File: src/rtl/config_pkg.sv
// ---------------------------------------------------------------------------
// config_pkg
// Shared configuration for the operand assembler: default widths, word and
// slot types, the header layout and the assembler state encoding.
// ---------------------------------------------------------------------------
package config_pkg;

    localparam int unsigned DATA_W  = 20;
    localparam int unsigned MAX_OPS = 4;
    localparam int unsigned CODE_W  = 4;
    localparam int unsigned CNT_W   = $clog2(MAX_OPS + 1);

    typedef logic [DATA_W-1:0]   data_t;
    typedef logic [2*DATA_W-1:0] w_data_t;
    typedef logic [CODE_W-1:0]   code_t;

    // Header word layout, LSB first: count, wide mask, code.
    // Bits above the code field are ignored.
    typedef struct packed {
        code_t              code;
        logic [MAX_OPS-1:0] wide_mask;
        logic [CNT_W-1:0]   count;
    } hdr_t;

    typedef enum logic [1:0] {
        ST_HDR  = 2'd0,   // idle, next accepted word is a header
        ST_LOW  = 2'd1,   // next word is an operand low word (or the only word)
        ST_HIGH = 2'd2,   // next word is the upper word of a wide operand
        ST_OUT  = 2'd3    // assembled operation held for the consumer
    } asm_state_e;

endpackage : config_pkg

File: src/rtl/operand_slot_reg.sv
// ---------------------------------------------------------------------------
// operand_slot_reg
// One 2*DATA_W operand slot. A low write loads the lower half and zeroes the
// upper half; a high write loads only the upper half. clr_i zeroes the slot.
//
// Ports:
//   clk      clock
//   srst_i   synchronous reset, active-high (slot reads zero)
//   clr_i    clear slot (new frame)
//   wr_lo_i  write data_i to the low half, upper half forced to zero
//   wr_hi_i  write data_i to the upper half
//   data_i   write data
//   slot_o   current slot contents
// ---------------------------------------------------------------------------
module operand_slot_reg #(
    parameter int unsigned DATA_W = 20
) (
    input  logic                clk,
    input  logic                srst_i,
    input  logic                clr_i,
    input  logic                wr_lo_i,
    input  logic                wr_hi_i,
    input  logic [DATA_W-1:0]   data_i,
    output logic [2*DATA_W-1:0] slot_o
);

    logic [2*DATA_W-1:0] data_q;
    logic [2*DATA_W-1:0] data_d;

    always_comb begin
        data_d = data_q;
        if (clr_i) begin
            data_d = '0;
        end
        if (wr_lo_i) begin
            data_d = {{DATA_W{1'b0}}, data_i};
        end
        if (wr_hi_i) begin
            data_d[2*DATA_W-1:DATA_W] = data_i;
        end
    end

    always_ff @(posedge clk) begin
        if (srst_i) begin
            data_q <= '0;
        end else begin
            data_q <= data_d;
        end
    end

    assign slot_o = data_q;

endmodule : operand_slot_reg

File: src/rtl/operand_assembler.sv
// ---------------------------------------------------------------------------
// operand_assembler
// Consumes DATA_W-bit words, decodes a header (count, wide mask, code) and
// assembles up to MAX_OPS operands, each one word (narrow) or two words
// (wide, low word first). The result is offered with a valid/ready handshake;
// upstream is held off while an assembled operation waits.
//
// Ports:
//   clk                clock, rising edge
//   srst_i             synchronous reset, active-high
//   rd_data_valid_i    input word valid
//   rd_data_ready_o    input word accepted when valid && ready
//   rd_data_i          input word
//   operands_o         assembled operands, index 0 first
//   op_count_o         number of valid operands
//   code_o             operation code from the header
//   operation_valid_o  operation available
//   operation_ready_i  consumer accepts the operation
//   error_o            one-cycle pulse after a rejected header
// ---------------------------------------------------------------------------
module operand_assembler #(
    parameter int unsigned DATA_W  = config_pkg::DATA_W,
    parameter int unsigned MAX_OPS = config_pkg::MAX_OPS,
    parameter int unsigned CODE_W  = config_pkg::CODE_W,
    localparam int unsigned CNT_W  = $clog2(MAX_OPS + 1)
) (
    input  logic                              clk,
    input  logic                              srst_i,
    input  logic                              rd_data_valid_i,
    output logic                              rd_data_ready_o,
    input  logic [DATA_W-1:0]                 rd_data_i,
    output logic [MAX_OPS-1:0][2*DATA_W-1:0]  operands_o,
    output logic [CNT_W-1:0]                  op_count_o,
    output logic [CODE_W-1:0]                 code_o,
    output logic                              operation_valid_o,
    input  logic                              operation_ready_i,
    output logic                              error_o
);

    import config_pkg::*;

    if (CNT_W + MAX_OPS + CODE_W > DATA_W) begin : g_bad_cfg
        $error("operand_assembler: header fields do not fit in DATA_W");
    end

    asm_state_e         state_q;
    logic [CNT_W-1:0]   idx_q;
    logic [CNT_W-1:0]   last_q;     // N-1, so the end-of-frame test is a plain compare
    logic [CNT_W-1:0]   count_q;
    logic [MAX_OPS-1:0] mask_q;
    logic [CODE_W-1:0]  code_q;
    logic               valid_q;
    logic               ready_q;
    logic               error_q;

    // Header field decode
    logic [CNT_W-1:0]   hdr_count;
    logic [MAX_OPS-1:0] hdr_mask;
    logic [CODE_W-1:0]  hdr_code;
    logic               hdr_ok;

    assign hdr_count = rd_data_i[CNT_W-1:0];
    assign hdr_mask  = rd_data_i[CNT_W +: MAX_OPS];
    assign hdr_code  = rd_data_i[CNT_W+MAX_OPS +: CODE_W];
    assign hdr_ok    = (hdr_count != '0) && (hdr_count <= CNT_W'(MAX_OPS));

    logic accept;
    logic idx_is_last;
    logic cur_wide;

    assign accept      = rd_data_valid_i && ready_q;
    assign idx_is_last = (idx_q == last_q);

    // Mask lookup by compare rather than direct indexing: idx_q is wider
    // than needed to address MAX_OPS bits.
    always_comb begin
        cur_wide = 1'b0;
        for (int i = 0; i < int'(MAX_OPS); i++) begin
            if (idx_q == CNT_W'(i)) begin
                cur_wide = mask_q[i];
            end
        end
    end

    // Slot write controls
    logic               slot_clr;
    logic [MAX_OPS-1:0] lo_en;
    logic [MAX_OPS-1:0] hi_en;

    assign slot_clr = accept && (state_q == ST_HDR) && hdr_ok;

    for (genvar gi = 0; gi < int'(MAX_OPS); gi++) begin : g_slot
        assign lo_en[gi] = accept && (state_q == ST_LOW)  && (idx_q == CNT_W'(gi));
        assign hi_en[gi] = accept && (state_q == ST_HIGH) && (idx_q == CNT_W'(gi));

        operand_slot_reg #(
            .DATA_W (DATA_W)
        ) u_slot (
            .clk     (clk),
            .srst_i  (srst_i),
            .clr_i   (slot_clr),
            .wr_lo_i (lo_en[gi]),
            .wr_hi_i (hi_en[gi]),
            .data_i  (rd_data_i),
            .slot_o  (operands_o[gi])
        );
    end

    // Control FSM with registered handshake outputs
    always_ff @(posedge clk) begin
        if (srst_i) begin
            state_q <= ST_HDR;
            idx_q   <= '0;
            last_q  <= '0;
            count_q <= '0;
            mask_q  <= '0;
            code_q  <= '0;
            valid_q <= 1'b0;
            ready_q <= 1'b1;
            error_q <= 1'b0;
        end else begin
            error_q <= 1'b0;
            case (state_q)
                ST_HDR: begin
                    if (accept) begin
                        if (!hdr_ok) begin
                            error_q <= 1'b1;
                        end else begin
                            count_q <= hdr_count;
                            last_q  <= hdr_count - CNT_W'(1);
                            mask_q  <= hdr_mask;
                            code_q  <= hdr_code;
                            idx_q   <= '0;
                            state_q <= ST_LOW;
                        end
                    end
                end
                ST_LOW: begin
                    if (accept) begin
                        if (cur_wide) begin
                            state_q <= ST_HIGH;
                        end else if (idx_is_last) begin
                            state_q <= ST_OUT;
                            valid_q <= 1'b1;
                            ready_q <= 1'b0;
                        end else begin
                            idx_q <= idx_q + CNT_W'(1);
                        end
                    end
                end
                ST_HIGH: begin
                    if (accept) begin
                        if (idx_is_last) begin
                            state_q <= ST_OUT;
                            valid_q <= 1'b1;
                            ready_q <= 1'b0;
                        end else begin
                            idx_q   <= idx_q + CNT_W'(1);
                            state_q <= ST_LOW;
                        end
                    end
                end
                ST_OUT: begin
                    if (operation_ready_i) begin
                        state_q <= ST_HDR;
                        valid_q <= 1'b0;
                        ready_q <= 1'b1;
                    end
                end
                default: begin
                    state_q <= ST_HDR;
                    valid_q <= 1'b0;
                    ready_q <= 1'b1;
                end
            endcase
        end
    end

    assign rd_data_ready_o   = ready_q;
    assign op_count_o        = count_q;
    assign code_o            = code_q;
    assign operation_valid_o = valid_q;
    assign error_o           = error_q;

endmodule : operand_assembler

File: config.mk
export PLATFORM = sky130hd
export DESIGN_NAME = operand_assembler
export DESIGN_NICKNAME = d
export VERILOG_FILES = /design/src/rtl/config_pkg.sv /design/src/rtl/operand_slot_reg.sv /design/src/rtl/operand_assembler.sv
export SDC_FILE = /design/constraint.sdc
export NUM_CORES = 1
export LEC_CHECK = 0
export ABC_AREA = 1
export CORE_MARGIN = 5
export CORE_UTILIZATION = 48
export DETAILED_ROUTE_END_ITERATION = 16
export MAX_ROUTING_LAYER = met4
export PLACE_DENSITY = 0.8
export SETUP_SLACK_MARGIN = 0.1
export SLEW_MARGIN = 20
export SYNTH_ARGS = -nofsm -noshare
export SYNTH_HDL_FRONTEND = slang
export SYNTH_HIERARCHICAL = 1
export SYNTH_SLANG_ARGS = --single-unit
File: constraint.sdc
create_clock -name clk -period 1.6 [get_ports clk]
set_input_delay 0.16 -clock clk [delete_from_list [all_inputs] [get_ports clk]]
set_output_delay 0.16 -clock clk [all_outputs]
set_load 0.005 [all_outputs]
# Yosys cells after proc, flatten, opt, wreduce, memory -nomap -nowiden
# Cells that the tools add are included.
# classes
order_cmp	1
n_addsub	2
n_mux	42
bitwise_logic	2
eq_ne	14
reduce_logical	32
# op_table
cell	n
40-bit 2-to-1 mux	5
20-bit 2-to-1 mux	4
3-bit nonzero test	7
3-bit 2-to-1 mux	6
2-bit 2-to-1 mux	8
1-bit 2-to-1 mux	15
1-bit logical AND	14
2-bit inequality test (second input constant)	6
6-bit AND reduction	2
3-bit one-hot mux with 3 select lines	1
2-bit one-hot mux with 4 select lines	1
2-bit nonzero test	4
3-bit by 2-bit == test with 1-bit output (second input constant)	2
1-bit one-hot mux with 3 select lines	2
5-bit AND reduction	1
2-bit == test (second input constant)	2
3-bit by 1-bit adder with 3-bit output (second input constant)	1
3-bit by 1-bit == test with 1-bit output (second input constant)	1
3-bit == test	1
3-bit less-or-equal comparator (second input constant)	1
3-bit zero test	1
3-bit inequality test (second input constant)	1
3-bit AND reduction	1
3-bit OR reduction	1
4 further kinds	5
# totals
regBits	182
inputBits	24
elab_cells	110
output_inout_bits	170

# Depth between registers and ports, before layout
# depth
depth_word	8
mapped_depth	12
mapped_depth_nobuf	12

# Hierarchy
# Netlist, hierarchy kept.
# by_module_without_submodules
module	seq_area_each_um2	cells_each	area_each_um2	n_inst
operand_slot_reg	800.8	176	1403.8	4
operand_assembler	440.4	183	1239.9	1

# Least setup slack after synthesis
# Ideal clock, no wire load.
# synth_timing
kind	register to register
start	reg state_q[0]
end	reg g_slot[0].u_slot.data_q[0]
setup_time_ns	0.070
stages_incl_launch_ff	10
n_path_buf	2
path_slack_ns	0.081
required_ns	1.530
synth_period_minus_slack_ns	1.519
arrival_ns	1.448
path_cell_list	dfxtp_1 > inv_1 > ha_1 > inv_1 > nor2_4 > buf_4 > nor2_2 > buf_2 > nand2_1 > a21oi_1
# synth_via
elab_chain_len	4
word_cells_on_any_way	8
classes_between	1 x eq/ne; 1 x mux; 6 x reduce/logical
# synth_lines
item	line	text
start: declaration	operand_assembler.sv:46	asm_state_e state_q;
start signal: assignment	operand_assembler.sv:112	state_q <= ST_HDR;
start signal: assignment	operand_assembler.sv:134	state_q <= ST_LOW;
start signal: assignment	operand_assembler.sv:141	state_q <= ST_HIGH;
2-bit zero test	operand_assembler.sv:90	assign slot_clr = accept && (state_q == ST_HDR) && hdr_ok;
1-bit logical AND (2 in a row)	operand_assembler.sv:90	
net slot_clr	operand_assembler.sv:86	logic slot_clr;
2-bit nonzero test (no line)	n/a	
end signal: assignment	operand_slot_reg.sv:47	data_q <= data_d;
end: declaration	operand_slot_reg.sv:27	logic [2*DATA_W-1:0] data_q;
# The timed path passes the listed nets, and every way through them passes these cells.
# A chain may end at the register's enable or synchronous reset.

# Worst setup path in the final report
# layout_timing
start	reg idx_q[0]
end	reg g_slot[0].u_slot.data_q[2]
# layout_via
elab_chain_len	3
word_cells_on_any_way	4
classes_between	1 x mux; 3 x reduce/logical
# layout_lines
item	line	text
start: declaration	operand_assembler.sv:47	logic [CNT_W-1:0] idx_q;
start signal: assignment	operand_assembler.sv:147	idx_q <= idx_q + CNT_W'(1);
start signal: assignment	operand_assembler.sv:158	idx_q <= idx_q + CNT_W'(1);
3-bit zero test (*)	operand_assembler.sv:93	assign lo_en[gi] = accept && (state_q == ST_LOW) && (idx_q == CNT_W'(gi));
1-bit logical AND (*)	operand_assembler.sv:93	
net lo_en[0]	operand_assembler.sv:87	logic [MAX_OPS-1:0] lo_en;
40-bit 2-to-1 mux / 2-bit nonzero test (equally long branches)	n/a	
# Mark *: on every way through the listed nets, which the timed path passes. The rest lies on a longest branch.

==> impl_metrics.sql <==
INSERT INTO impl_metrics (metric_group, metric, value, unit) VALUES
('critical_path', 'worst_ep_arrival_time', '2160', 'ps'),
('layout', 'fin_util', '86.1', '%'),
('placement', 'place_area', '9310', 'um^2'),
('sta', 'worst_slew_pin_slew', '597', 'ps'),
('die', 'ios', '194', ''),
('route', 'wl_per_cell', '23.3', 'um'),
('critical_path', 'cp_cell_sequence', 'buf_6 -> inv_6 -> ha_4 -> inv_4 -> nor2_4 -> inv_2 -> nor2_4 -> buf_6 -> buf_8 -> clkbuf_16 -> nand2_1 -> a21oi_1', ''),
('route', 'routed-via-count', '8188', ''),
('critical_path', 'timing.critical_path.required', '1960', 'ps'),
('power_and_ir_drop', 'fin_total_pwr', '14.7', 'mW'),
('grt', 'global_route_wire_length_before_repair', '39500', 'um'),
('clock_tree', 'cts_max_level', '4', ''),
('critical_path', 'critical_path.startpoint', 'idx_q[0]$_SDFFE_PP0P_', ''),
('yosys', 'complex_gate_fraction_of_the_synthesized_area', '13.8', '%'),
('placement', 'numPlacedInstances', '1267', ''),
('power_and_ir_drop', 'pwr_dens', '1230', 'nW/um^2'),
('grt', 'gr-usage-all-layers', '31.8', '%'),
('placement', 'place_hpwl', '15200', 'um'),
('route', 'detailedRoute.firstPassIterationCount', '5', ''),
('critical_path', 'timing.critical_path.slowest_stage_cell', 'sky130_fd_sc_hd__dfxtp_2', ''),
('yosys', 'post_synth_main_area_contributors', 'sky130_fd_sc_hd__dfxtp_1 (53%), sky130_fd_sc_hd__nand2_1 (15%), sky130_fd_sc_hd__a21oi_1 (13%)', ''),
('critical_path', 'largest_stage_delay_worst_path', '340', 'ps'),
('critical_path', 'critical_path_buf_inv_count', '7', ''),
('critical_path', 'critical_path.max_fanout', '5', ''),
('critical_path', 'r2r_cells', '12', ''),
('sta', 'final-setup-viol-count', '115', ''),
('critical_path', 'worst_setup_path_start_kind', 'flop', ''),
('yosys', 'synth.distinct_cells', '23', ''),
('sta', 'rsz0062_at_grt', 'true', ''),
('layout', 'antenna-diode-count', '0', ''),
('die', 'total_die_area', '16800', 'um^2'),
('grt', 'grt_antenna_before_repair', '0', ''),
('min_path', 'worst_hold_startpoint', 'rd_data_i[1]', ''),
('sta', 'final_hold_viol_count', '0', ''),
('die', 'die_extent_in_y', '130', 'um'),
('sta', 'fin_tns_setup', '-7650', 'ps'),
('yosys', 'most_area_hungry_cell_type_in_the_yosys_netlist', 'sky130_fd_sc_hd__dfxtp_1', ''),
('layout', 'layout-drive-gt1-share', '31.3', '%'),
('outcome', 'result_of_the_run', 'finished, violations left', ''),
('yosys', 'simple_gate_share_of_the_synthesized_area', '25.1', '%'),
('die', 'num_rows', '43', ''),
('yosys', 'synth_xor_area_share', '0.256', '%'),
('layout', 'layout.cells.non_filler', '1363', ''),
('sta', 'achievable-frequency', '553', 'MHz'),
('yosys', 'post_synth_instance_area', '6860', 'um^2'),
('grt', 'grt_start_max_net_pins', '112', ''),
('yosys', 'ys_seq_elements', '182', ''),
('route', 'drc_errors', '0', ''),
('critical_path', 'critical_path.endpoint_type', 'flop', ''),
('placement', 'placement.io_buffers', '193', ''),
('sta', 'worst_clock_skew', '12.6', 'ps'),
('yosys', 'synthesized_area_per_cell', '7.73', 'um^2'),
('yosys', 'yosys-mux-area-fraction', '0', '%'),
('min_path', 'min_path_type', 'in2reg', ''),
('critical_path', 'crit-reg2reg-launch', 'idx_q[0]$_SDFFE_PP0P_', ''),
('critical_path', 'critical_path_depth', '12', ''),
('layout', 'layout.cells.most_common_list', 'sky130_fd_sc_hd__nand2_1 (238), sky130_fd_sc_hd__clkdlybuf4s50_1 (178), sky130_fd_sc_hd__dfxtp_1 (170), sky130_fd_sc_hd__a21oi_1 (114), sky130_fd_sc_hd__a21oi_2 (60)', ''),
('route', 'totalWireLength', '31800', 'um'),
('clock_tree', 'clk-insertion-delay-late', '440', 'ps'),
('layout', 'stdcell_area', '12000', 'um^2'),
('outcome', 'violations', 'negative setup slack', ''),
('yosys', 'synth_top_family_by_area', 'simple AND/OR/NAND/NOR gates', ''),
('sta', 'layout_worst_path_cycle_share', '113', '%'),
('sta', 'post-route-worst-setup-slack', '-208', 'ps'),
('die', 'die_width', '130', 'um'),
('clock_tree', 'tritoncts_clock_tree', 'yes', ''),
('critical_path', 'family_with_the_most_delay_on_the_worst_path', 'buffers and inverters', ''),
('layout', 'leading_cell_type_in_the_layout_fill_and_taps_excluded', 'sky130_fd_sc_hd__nand2_1', ''),
('critical_path', 'critical_path_class', 'reg2reg', ''),
('min_path', 'worst_hold_path.num_cells', '3', ''),
('clock_tree', 'cts-buffers-inserted', '17', '');
-- flip-flops by register name, indices dropped and copies added, names as in the netlist --
name                  flops
g_slot.u_slot/slot_o    160
code_o                    4
mask_q                    4
idx_q                     3
last_q                    3
op_count_o                3
state_q                   2
error_o                   1
operation_valid_o         1
rd_data_ready_o           1
-- per-layer routing --
metal  share of wire (%)  global-route usage, %
met5                   0                      -
met1                  37                   38.2
met4                 6.0                   15.3
met2                  46                   49.5
met3                  11                   8.74
-- synthesized netlist by cell type --
cell type,n
sky130_fd_sc_hd__inv_1,27
sky130_fd_sc_hd__nor4_1,1
sky130_fd_sc_hd__a211oi_2,1
sky130_fd_sc_hd__nand2_2,2
sky130_fd_sc_hd__nand2_1,283
sky130_fd_sc_hd__nor2_1,27
sky130_fd_sc_hd__nor2_4,1
sky130_fd_sc_hd__nor2_2,5
sky130_fd_sc_hd__nand4_1,2
sky130_fd_sc_hd__o21ai_0,12
sky130_fd_sc_hd__ha_1,10
sky130_fd_sc_hd__buf_2,24
sky130_fd_sc_hd__nand3_1,94
sky130_fd_sc_hd__a21oi_1,174
sky130_fd_sc_hd__nor3_1,1
sky130_fd_sc_hd__xnor2_1,2
sky130_fd_sc_hd__nand3b_1,1
sky130_fd_sc_hd__clkbuf_1,22
sky130_fd_sc_hd__inv_2,2
sky130_fd_sc_hd__dfxtp_1,182
sky130_fd_sc_hd__buf_6,1
sky130_fd_sc_hd__buf_1,4
sky130_fd_sc_hd__buf_4,9
-- worst min-delay path: stages --
cell and delay, ps:
sky130_fd_sc_hd__clkbuf_2 140, sky130_fd_sc_hd__inv_1 90, sky130_fd_sc_hd__a21oi_1 60
-- where the power goes --
| part | switching (mW) | internal [mW] |
|---|---|---|
| Clock | 1.97 | 2.71 |
| Sequential | 0.197 | 4.79 |
| Combinational | 2.66 | 2.43 |
| Total | 4.82 | 9.92 |
-- stage by stage --
step | setup WS [ps] | hold slack, ps
3_3_place_gp | -752 | 440
3_5_place_dp | -842 | 446
4_1_cts | 14.7 | 68.6
6_report | -208 | 59.8
5_1_grt | -229 | 69.0
2_1_floorplan | 81.4 | 295
-- area by class of cell --
class | count | area [um^2]
Multi-Input combinational cell | 619 | 3720
Sequential cell | 182 | 3660
Timing Repair Buffer | 321 | 3590
Fill cell | 648 | 1940
Clock buffer | 18 | 439
Tap cell | 180 | 225
Clock inverter | 14 | 218
Inverter | 29 | 141
-- worst paths after layout --
kind | slack, ps | end
setup / recovery | -210 | g_slot[0].u_slot/slot_o[2]$_SDFFE_PP0P_
hold / removal | 60 | op_count_o[1]$_SDFFE_PP0P_
setup reg to reg | -210 | g_slot[0].u_slot/slot_o[2]$_SDFFE_PP0P_
hold reg to reg | 460 | g_slot[2].u_slot/slot_o[7]$_SDFFE_PP0P_
-- timing repair --
item	in CTS	in global routing
endpoints found under the setup margin	189	223
resized for setup	127	206
setup buffers	26	14
gates cloned	14	12
endpoints found under the hold margin	0	0
pin swaps	31	55
-- cells by family (layout without fill, tap and decap cells) --
| logic type | after synthesis | after routing |
|---|---|---|
| AOI/OAI and AO/OA | 187 | 187 |
| xor gates and xnor gates | 2 | 2 |
| adders and majority gates | 10 | 10 |
| buffers and inverters | 89 | 382 |
| DFF | 182 | 182 |
| and+or+nand+nor | 417 | 420 |
Note: power is estimated with default switching activity, not from simulation.
